==> config.mk <==
export PLATFORM = sky130hd
export DESIGN_NAME = lcd_ctrl
export DESIGN_NICKNAME = d
export VERILOG_FILES = /design/src/rtl/lcd_pkg.sv /design/src/rtl/lcd_ctrl.sv
export SDC_FILE = /design/constraint.sdc
export NUM_CORES = 1
export LEC_CHECK = 0
export BUFFER_PORTS_ARGS = -buffer_cell sky130_fd_sc_hd__buf_2
export CORE_AREA = 2 2 71 73
export CTS_BUF_LIST = sky130_fd_sc_hd__clkbuf_4 sky130_fd_sc_hd__clkbuf_8
export DETAILED_ROUTE_END_ITERATION = 8
export DIE_AREA = 0 0 73 75
export GPL_ROUTABILITY_DRIVEN = 0
export PLACE_DENSITY_LB_ADDON = 0.2
export SYNTH_ARGS = -nofsm -noshare
export SYNTH_HDL_FRONTEND = slang
export SYNTH_SLANG_ARGS = --single-unit
export TNS_END_PERCENT = 1
==> constraint.sdc <==
create_clock -name i_clk -period 2.7 [get_ports i_clk]
set_input_delay 0.54 -clock i_clk [delete_from_list [all_inputs] [get_ports i_clk]]
set_output_delay 0.54 -clock i_clk [all_outputs]
set_load 0.02 [all_outputs]
==> src/rtl/lcd_pkg.sv <==
// Shared types and field positions for the HD44780-style character-LCD controller.
package lcd_pkg;

  typedef enum logic [2:0] {
    ST_IDLE  = 3'd0,
    ST_SETUP = 3'd1,
    ST_PULSE = 3'd2,
    ST_HOLD  = 3'd3,
    ST_WAIT  = 3'd4
  } lcd_state_e;

  localparam int LCD_ON_BIT = 31;
  localparam int CTRL_BIT   = 30;
  localparam int RS_BIT     = 8;

  localparam logic [7:0] LCD_CMD_CLEAR = 8'h01;
  localparam logic [7:0] LCD_CMD_HOME  = 8'h02;

  localparam int ST_BUSY_BIT = 0;
  localparam int ST_PEND_BIT = 1;
  localparam int ST_OVF_BIT  = 2;

  // CLEAR and HOME take far longer to execute inside the panel than any other command.
  function automatic logic is_slow_cmd(input logic rs, input logic [7:0] data);
    return !rs && (data == LCD_CMD_CLEAR || data == LCD_CMD_HOME);
  endfunction

endpackage

==> src/rtl/lcd_ctrl.sv <==
// Memory-mapped character-LCD responder: one pending slot, hardware-timed RS/EN/DATA
// sequencing and a polled status word.
module lcd_ctrl
  import lcd_pkg::*;
#(
  parameter int unsigned T_SETUP = 2,
  parameter int unsigned T_PW    = 12,
  parameter int unsigned T_HOLD  = 2,
  parameter int unsigned T_EXEC  = 2000,
  parameter int unsigned T_CLR   = 82000
) (
  input  logic        i_clk,
  input  logic        i_rst,
  input  logic        i_wr_en,
  input  logic [31:0] i_wr_data,
  output logic [31:0] o_status,
  output logic        o_lcd_on,
  output logic        o_lcd_en,
  output logic        o_lcd_rs,
  output logic        o_lcd_rw,
  output logic [7:0]  o_lcd_data
);

  localparam int CW = $clog2(T_CLR + 1);
  typedef logic [CW-1:0] cnt_t;

  // Counters are loaded with length-1 so each state lasts exactly its parameter in cycles.
  localparam cnt_t C_SETUP = cnt_t'(T_SETUP - 1);
  localparam cnt_t C_PW    = cnt_t'(T_PW - 1);
  localparam cnt_t C_HOLD  = cnt_t'(T_HOLD - 1);
  localparam cnt_t C_EXEC  = cnt_t'(T_EXEC - 1);
  localparam cnt_t C_CLR   = cnt_t'(T_CLR - 1);

  lcd_state_e state_q, state_d;
  cnt_t       cnt_q, cnt_d;
  logic       pend_vld_q, pend_vld_d;
  logic       pend_rs_q, pend_rs_d;
  logic [7:0] pend_byte_q, pend_byte_d;
  logic       ovf_q, ovf_d;
  logic       lcd_on_q, lcd_on_d;
  logic       en_q, en_d;
  logic       rs_q, rs_d;
  logic [7:0] data_q, data_d;

  logic pop, ctrl_wr, data_wr, cnt_done, busy;

  always_comb begin
    // NOTE: every next-state signal takes its held value first, so no path can infer a latch.
    state_d     = state_q;
    cnt_d       = cnt_q;
    pend_vld_d  = pend_vld_q;
    pend_rs_d   = pend_rs_q;
    pend_byte_d = pend_byte_q;
    ovf_d       = ovf_q;
    lcd_on_d    = lcd_on_q;
    en_d        = en_q;
    rs_d        = rs_q;
    data_d      = data_q;

    pop      = (state_q == ST_IDLE) && pend_vld_q;
    ctrl_wr  = i_wr_en && i_wr_data[CTRL_BIT];
    data_wr  = i_wr_en && !i_wr_data[CTRL_BIT];
    cnt_done = (cnt_q == '0);

    if (i_wr_en) lcd_on_d = i_wr_data[LCD_ON_BIT];
    if (ctrl_wr) ovf_d = 1'b0;
    if (pop)     pend_vld_d = 1'b0;

    // A write landing on the popping cycle reuses the slot being vacated.
    if (data_wr) begin
      if (!pend_vld_q || pop) begin
        pend_vld_d  = 1'b1;
        pend_rs_d   = i_wr_data[RS_BIT];
        pend_byte_d = i_wr_data[7:0];
      end else begin
        ovf_d = 1'b1;
      end
    end

    if (!cnt_done) cnt_d = cnt_q - cnt_t'(1);

    unique case (state_q)
      ST_IDLE: begin
        if (pend_vld_q) begin
          state_d = ST_SETUP;
          cnt_d   = C_SETUP;
          rs_d    = pend_rs_q;
          data_d  = pend_byte_q;
        end
      end
      ST_SETUP: begin
        if (cnt_done) begin
          state_d = ST_PULSE;
          cnt_d   = C_PW;
          en_d    = 1'b1;
        end
      end
      ST_PULSE: begin
        if (cnt_done) begin
          state_d = ST_HOLD;
          cnt_d   = C_HOLD;
          en_d    = 1'b0;
        end
      end
      ST_HOLD: begin
        if (cnt_done) begin
          state_d = ST_WAIT;
          cnt_d   = is_slow_cmd(rs_q, data_q) ? C_CLR : C_EXEC;
        end
      end
      ST_WAIT: begin
        if (cnt_done) state_d = ST_IDLE;
      end
      default: state_d = ST_IDLE;
    endcase
  end

  always_ff @(posedge i_clk or posedge i_rst) begin
    if (i_rst) begin
      state_q     <= ST_IDLE;
      cnt_q       <= '0;
      pend_vld_q  <= 1'b0;
      pend_rs_q   <= 1'b0;
      pend_byte_q <= '0;
      ovf_q       <= 1'b0;
      lcd_on_q    <= 1'b0;
      en_q        <= 1'b0;
      rs_q        <= 1'b0;
      data_q      <= '0;
    end else begin
      // NOTE: non-blocking assignments let every flop sample the same pre-edge values.
      state_q     <= state_d;
      cnt_q       <= cnt_d;
      pend_vld_q  <= pend_vld_d;
      pend_rs_q   <= pend_rs_d;
      pend_byte_q <= pend_byte_d;
      ovf_q       <= ovf_d;
      lcd_on_q    <= lcd_on_d;
      en_q        <= en_d;
      rs_q        <= rs_d;
      data_q      <= data_d;
    end
  end

  assign busy = (state_q != ST_IDLE) || pend_vld_q;

  always_comb begin
    o_status              = '0;
    o_status[ST_BUSY_BIT] = busy;
    o_status[ST_PEND_BIT] = pend_vld_q;
    o_status[ST_OVF_BIT]  = ovf_q;
  end

  assign o_lcd_on   = lcd_on_q;
  assign o_lcd_en   = en_q;
  assign o_lcd_rs   = rs_q;
  assign o_lcd_rw   = 1'b0;
  assign o_lcd_data = data_q;

endmodule

[Word level (Yosys, flattened, before mapping)]
Cells that the tools add are included.
Widths: inputs -> output; s select.
Word-level totals
  flip-flop bits (word level): 42
  output and inout bits: 44
Operators by class
  $add $sub $neg: 1
  eq/ne operators: 11
  muxes and demuxes: 22
  reduce and logical (&&, ||, !) cells: 18
Operator list (count)
  $mux 17: 6
  $pmux 17 s4: 1
  $logic_not 17->1: 1
  $sub 17x1->17 const B: 1
  $mux 3: 5
  $pmux 3 s5: 1
  $ne 2x2->1 const B: 5
  $eq 8x1->1 const B: 1
  $eq 8x2->1 const B: 1
  $mux 1: 8
  $eq 3x2->1 const B: 2
  $reduce_and 5->1: 1
  $logic_and 1x1->1: 4
  $reduce_and 2->1: 2
  $eq 3x1->1 const B: 1
  $eq 3x3->1 const B: 1
  $logic_not 1->1: 3
  $logic_not 3->1: 1
  $logic_or 1x1->1: 3
  $reduce_and 3->1: 1
  $reduce_bool 3->1: 1
  $pmux 1 s2: 1
  $reduce_bool 2->1: 1

[Longest topological paths before layout]
Gate-level depths: netlist (run 1).
  depth after elaboration: 6
  gate-level depth with buffers: 9
  depth with buffers taken out: 9

[Least setup slack after synthesis (run 1)]
Ideal clock, no wire load.
  kind: reg2reg
  from: register cnt_q[2]
  to: register cnt_q[0]
  library setup time: 0.126 ns
  arrival time: 2.196 ns
  required time: 2.574 ns
  path slack: 0.378 ns
  stages on the path, launching flop included: 8
  buffers on the path: 1
  cells stage by stage: dfrtp_1 > buf_6 > or4_4 > or4_4 > nor2_4 > inv_4 > ha_1 > o32a_1
On the way
  word-level cells in the longest chain between the ends: 4
  elaborated cells between the ends (all ways): 7
  those cells by class: 6 x mux; 1 x reduce/logical
RTL lines
  from (decl): RTL line lcd_ctrl.sv:35  | cnt_t cnt_q, cnt_d;
  from (signal assigned): RTL line lcd_ctrl.sv:133  | cnt_q <= cnt_d;
  $logic_not 17->1 *: RTL line lcd_ctrl.sv:63  | cnt_done = (cnt_q == '0);
  $mux 17: RTL line lcd_ctrl.sv:80  | if (!cnt_done) cnt_d = cnt_q - cnt_t'(1);
  $mux 17, on equally long branches
  $pmux 17 s4 *: RTL line lcd_ctrl.sv:82  | unique case (state_q)
  via cnt_d[0]: RTL line lcd_ctrl.sv:35
Mark *: on every way through the listed nets, which the timed path passes. The rest lies on a longest branch.
A chain may end at the register's enable or synchronous reset.

[Final worst setup path (run 1)]
  from: register cnt_q[3]
  to: register cnt_q[10]
On the way
  word-level cells in the longest chain between the ends: 4
  elaborated cells between the ends (all ways): 8
  those cells by class: 1 x add/sub; 6 x mux; 1 x reduce/logical
RTL lines (RTL line)
  $sub 17x1->17 or $logic_not 17->1 (tied branches): lcd_ctrl.sv:80, lcd_ctrl.sv:63
  $mux 17: lcd_ctrl.sv:80
  $mux 17, on equally long branches
  $pmux 17 s4 *: lcd_ctrl.sv:82
  via cnt_d[10]: lcd_ctrl.sv:35
Marked as above.

==> qor.yml, run 1 <==
clock-sinks: 42
first_iter_violations: 146
clock_skew_ns: 0.0101
final_cell_area_mm2: 0.00263
drtAntennaViolNets: 0
ir_drop_mv: 0.337
final_net_count: 298
ys_seq_area_share_pct: 43.8
place_area_mm2: 0.00249
antenna_found_initial: 0
fin_setup_tns_ns: 0
ctsRootBufferMaster: "clkbuf_8"
io_pins: 79
insertedDiodeCount: 0
setup_viol: 0
hp-class: "in -> async"
yosys_warnings: 0
async_flop_share_pct: 100
synth_flop_cell: "dfrtp_1"
max_stage_delay_ns: 0.58
max_cap_violations: 0
fmaxAchievable_mhz: 415
period_minus_slack_ns: 2.41
port_buffers: 27
clk_pin_slew_worst_paths_ns: 0.09
rsz0062_at_grt: "false"
synth_area_per_cell_um2: 10.4
cp_cell_sequence: "or4_4 -> or4_4 -> o31ai_2 -> and2b_1 -> buf_12 -> o21ai_0"
cp-start-kind: "flip-flop"
fp.dieH_um: 75
finalNonFillerCells: 315
viasPerCell: 5.19
final_core_util_pct: 56.4
cts.path.max_buffers: 2
htreeDepth: 2
critical_path_buf_inv_count: 1
fp.dieW_um: 73
areaGrowthSynthToFinish_pct: 9.66
critPathKind: "reg -> reg"
slew_headroom_pct: 48.3
grt_pass1_wl_um: 7310
worst_path_max_delay_cell: "or4_4"
arrival_ns: 2.58
routedWlPerCell_um: 13.6
final_layout_size_suffix_gt1_share_pct: 28.7
synth_cell_types: 48
cts_tree: "yes"
cp-end-kind: "flip-flop"
worst_pin_slew_ns: 0.770
p_total_mw: 1.35
dp_cells: 307
cts_setup_buffers: 0
cts_resized: 0
cts-hold-fix-buffers: 0
p_leak_nw: 1.22
cpMostUsedCell: "or4_4"
die_area_mm2: 0.00548
routed-via-count: 1635
cp_top_family: "simple AND/OR/NAND/NOR gates"
numCtsBuffers: 5
drt-total-wl_um: 4290
overflow: 0
status: "complete, no violations"
synth-edff-count: 0
drc_errors: 0
path_max_fanout: 9
clk_latency_ns: 0.29
grt_usage_pct: 17.6
grt_pass1_vias: 1562
first_pass_iters: 4
dp_hpwl_um: 3160
core_area_mm2: 0.00466
postSynthCellCount: 230
initial_core_util_pct: 51.4
powerDensity_mw_per_mm2: 514
worstPathRequired_ns: 2.87
synth_area_mm2: 0.00240
ys_ff_latch: 42
rows: 25
grt_max_degree: 43
finalMaxSlewViolations: 0
finalHoldViolations: 0
period_share_pct: 89.4
[registers in the layout (all words and copies together) (netlist names)]
| name | cells |
|---|---|
| o_lcd_en | 1 |
| ovf_q | 1 |
| o_lcd_on | 1 |
| o_lcd_data | 8 |
| cnt_q | 17 |
| o_lcd_rs | 1 |
| pend_byte_q | 8 |
| state_q | 3 |
| pend_vld_q | 1 |
| pend_rs_q | 1 |
[layout by cell type, fill, tap and decap left out, drive strengths merged]
cell type / count
a211oi: 2
o211ai: 7
nand2: 8
o32a: 1
o221a: 3
nor3b: 2
o31ai: 7
xor2: 8
conb: 30
clkbuf: 5
bufinv: 2
o21ba: 1
a21oi: 8
clkinv: 1
nor2: 17
buf: 35
ha: 3
dfrtp: 42
mux2: 19
nor4b: 1
o211a: 1
and2b: 1
o31a: 1
and2: 1
xnor2: 1
nor3: 11
nand2b: 2
and3: 1
nand3b: 2
a31oi: 1
o21a: 1
a21boi: 1
a311oi: 1
inv: 9
o21ai: 10
nor4: 4
or4: 7
a221oi: 1
nand3: 3
[Yosys cell counts, drive strengths merged (4+ instances only)]
master | count | area, um2
a21oi | 8 | 40.0
nor3 | 11 | 65.1
xor2 | 8 | 70.1
inv | 9 | 36.3
mux2 | 19 | 214
dfrtp | 42 | 1050
nand2 | 8 | 30.0
clkbuf | 5 | 18.8
nor4 | 4 | 25.0
nor2 | 17 | 71.3
o211ai | 7 | 57.6
o31ai | 7 | 57.6
or4 | 7 | 60.1
buf | 36 | 278
o21ai | 10 | 50.0
[per-layer routing]
layer	up-vias	global-route usage [%]	wire length (um)
li1	817	-	-
met1	777	23.1	2010
met2	37	28.7	2080
met3	4	4.02	145
met4	0	6.17	49
met5	-	0	0
[worst register-to-register path, delay by kind of cell, from the launching register on]
family / cells / cell delay (ns)
DFF: 1 / 0.44
and+or+nand+nor: 3 / 1.37
buffers and inverters: 1 / 0.14
AOI/OAI and AO/OA: 2 / 0.34
[per-stage QoR]
step                setup WS, ns  hold WS [ns]
floorplan                  0.378         0.474
global placement           0.329         0.482
detailed placement         0.268         0.491
CTS                        0.271         0.375
global route               0.152         0.404
finish                     0.287         0.357
[cell type report]
| class | instances | area, um2 |
|---|---|---|
| Timing Repair Buffer | 35 | 208 |
| Clock inverter | 3 | 68.8 |
| Multi-Input combinational cell | 167 | 1130 |
| Sequential cell | 42 | 1050 |
| Fill cell | 415 | 2030 |
| Clock buffer | 5 | 68.8 |
| Tap cell | 54 | 67.6 |
| Inverter | 9 | 36.3 |
[worst paths after layout]
path | start | endpoint | slack [ns] | depth (start not counted)
max | cnt_q[3] | cnt_q[10] | 0.29 | 6
min | i_rst | cnt_q[10] | 0.36 | 3
max reg2reg | cnt_q[3] | cnt_q[10] | 0.29 | 6
min reg2reg | pend_byte_q[5] | o_lcd_data[5] | 0.50 | 1
max in group asynchronous | i_rst | pend_vld_q | 1.98 | 3
min in group i_clk | i_wr_data[30] | ovf_q | 0.44 | 2
[power by group]
part           internal, mW  switching (mW)
combinational        0.0299          0.0631
clock                 0.370           0.222
sequential            0.655          0.0119
[logic make-up after synthesis]
group	synth area share, %
flip-flops	43.8
AND/OR/NAND/NOR	14.5
XOR/XNOR	3.29
adder cells (fa/ha/maj)	1.57
other	0.156
multiplexers	8.93
AO/OA/AOI/OAI	13.8
buffers and inverters	13.9
(Power assumes the default switching activity.)
==> run 2: changes to the inputs <==
==> constraint.sdc (replaced) <==
create_clock -name i_clk -period 2.7 [get_ports i_clk]
set_input_delay 0.135 -clock i_clk [delete_from_list [all_inputs] [get_ports i_clk]]
set_output_delay 0.135 -clock i_clk [all_outputs]
set_load 0.02 [all_outputs]
==> qor.yml, run 2 (synthesis results as in run 1) <==
status: "complete, no violations"
io_pins: 79  # unchanged
critPathKind: "reg -> reg"
hp-class: "in -> async"
initial_core_util_pct: 51.4  # unchanged
cp-start-kind: "flip-flop"
cpMostUsedCell: "or4_4"
finalMaxSlewViolations: 0  # unchanged
p_leak_nw: 1.21  # -1.1%
die_area_mm2: 0.00548  # unchanged
max_cap_violations: 0  # unchanged
powerDensity_mw_per_mm2: 482  # -6.3%
worst_path_max_delay_cell: "or4_4"
whs_ns: 0.00207  # -0.355 ns
fmaxAchievable_mhz: 417  # +0.65%
cts-hold-fix-buffers: 0  # unchanged
slew_headroom_pct: 42.7  # -5.6 points
cts_resized: 0  # unchanged
first_pass_iters: 4  # unchanged
areaGrowthSynthToFinish_pct: 8.98
drtAntennaViolNets: 0  # unchanged
fp.dieW_um: 73  # unchanged
core_area_mm2: 0.00466  # unchanged
final_net_count: 299  # +0.34%
numCtsBuffers: 5  # unchanged
path_max_fanout: 9  # unchanged
first_iter_violations: 110  # -25%
final_cell_mix: "dfrtp_1, conb_1, buf_2"
viasPerCell: 5.22  # +0.48%
rsz0062_at_grt: "false"
cts_setup_buffers: 0  # unchanged
max_stage_delay_ns: 0.58  # about the same
fill_cells: 412  # -0.72%
cts_tree: "yes"
rows: 25  # unchanged
antenna_found_initial: 0  # unchanged
r2r_slack_ns: 0.30  # +0.02 ns
grt_pass1_wl_um: 7420  # +1.4%
period_minus_slack_ns: 2.40  # -0.0156 ns
critical_path_buf_inv_count: 1  # unchanged
grt_usage_pct: 17.8  # +0.26 points
layout_commonest_cell: "dfrtp_1"
clock-sinks: 42  # unchanged
fp.dieH_um: 75  # unchanged
clk_pin_slew_worst_paths_ns: 0.08  # about the same
cp_top_family: "simple AND/OR/NAND/NOR gates"
dp_slack_ns: 0.301  # +0.0331 ns
routed-via-count: 1648  # +0.80%
routedWlPerCell_um: 13.6  # about the same
cp-end-kind: "flip-flop"
worst_pin_slew_ns: 0.859  # +0.0887 ns
insertedDiodeCount: 0  # unchanged
clock_skew_ns: 0.00840  # -0.00169 ns
drc_errors: 0  # unchanged
regMostFlops: "cnt_q"
dp_hpwl_um: 3200  # +1.3%
setup_viol: 0  # unchanged
arrival_ns: 2.57  # about the same
port_buffers: 27  # unchanged
worstPathRequired_ns: 2.87  # about the same
drt-total-wl_um: 4300  # +0.28%
p_total_mw: 1.26  # -6.9%
ctsRootBufferMaster: "clkbuf_8"
clk_latency_ns: 0.29  # about the same
finalHoldViolations: 0  # unchanged
grt_max_degree: 26  # -40%
largest_reg_flops: 17  # unchanged
overflow: 0  # unchanged
cp_cell_sequence: "or4_4 -> or4_4 -> o31ai_2 -> and2b_1 -> buf_12 -> o21ai_0"
ir_drop_mv: 0.350  # +3.6%
cts.path.max_buffers: 2  # unchanged
htreeDepth: 2  # unchanged
grt_pass1_vias: 1581  # +1.2%
fin_setup_tns_ns: 0  # unchanged
period_share_pct: 88.8  # -0.58 points
final_core_util_pct: 56.1  # -0.35 points
worst_slack_ns: 0.303  # +0.0156 ns
final_layout_size_suffix_gt1_share_pct: 29.0  # +0.27 points
[run 2: cell count changes in the layout (fill, tap and decap cells not counted)]
cell,change
clkinvlp_4,+2
clkinv_4,-1
bufinv_16,-1
buf_4,+1
[run 2: per-layer routing]
| metal | vias up | track usage [%] | wire, um |
|---|---|---|---|
| met5 | - | 0 | 0 |
| met4 | 0 | 5.56 | 38 |
| met3 | 5 | 4.55 | 216 |
| met2 | 45 | 27.9 | 2090 |
| met1 | 779 | 24.4 | 1960 |
| li1 | 819 | - | - |
[run 2: final timing paths]
path,depth (start not counted),start,endpoint
worst max-delay path,6,cnt_q[3],cnt_q[8]
worst min-delay path,2,i_rst,o_lcd_data[3]
worst max register to register,6,cnt_q[3],cnt_q[8]
worst min register to register,1,pend_byte_q[5],o_lcd_data[5]
max in group asynchronous,3,i_rst,cnt_q[7]
min in group i_clk,2,i_wr_data[30],ovf_q
[run 2: power breakdown]
part | internal (mW) | switching [mW]
combinational | 0.0308 | 0.0631
clock | 0.275 | 0.224
sequential | 0.655 | 0.0116
total | 0.961 | 0.298
[run 2: stage by stage]
stage | instance area, um2 | std cells
finish | 2610 | 316
global route | 2610 | 316
CTS | 2610 | 316
detailed placement | 2500 | 308
global placement | 2500 | 308
floorplan | 2510 | 259
[run 2: area by class of cell]
cell class	instances	area [um2]	share of cell area (%)
clock buffers	5	68.8	2.63
well taps	54	67.6	2.59
repair buffers	36	215	8.24
inverters	9	36.3	1.39
flip-flops and latches	42	1050	40.2
clock inverters	3	45.0	1.72
multi-input cells	167	1130	43.2
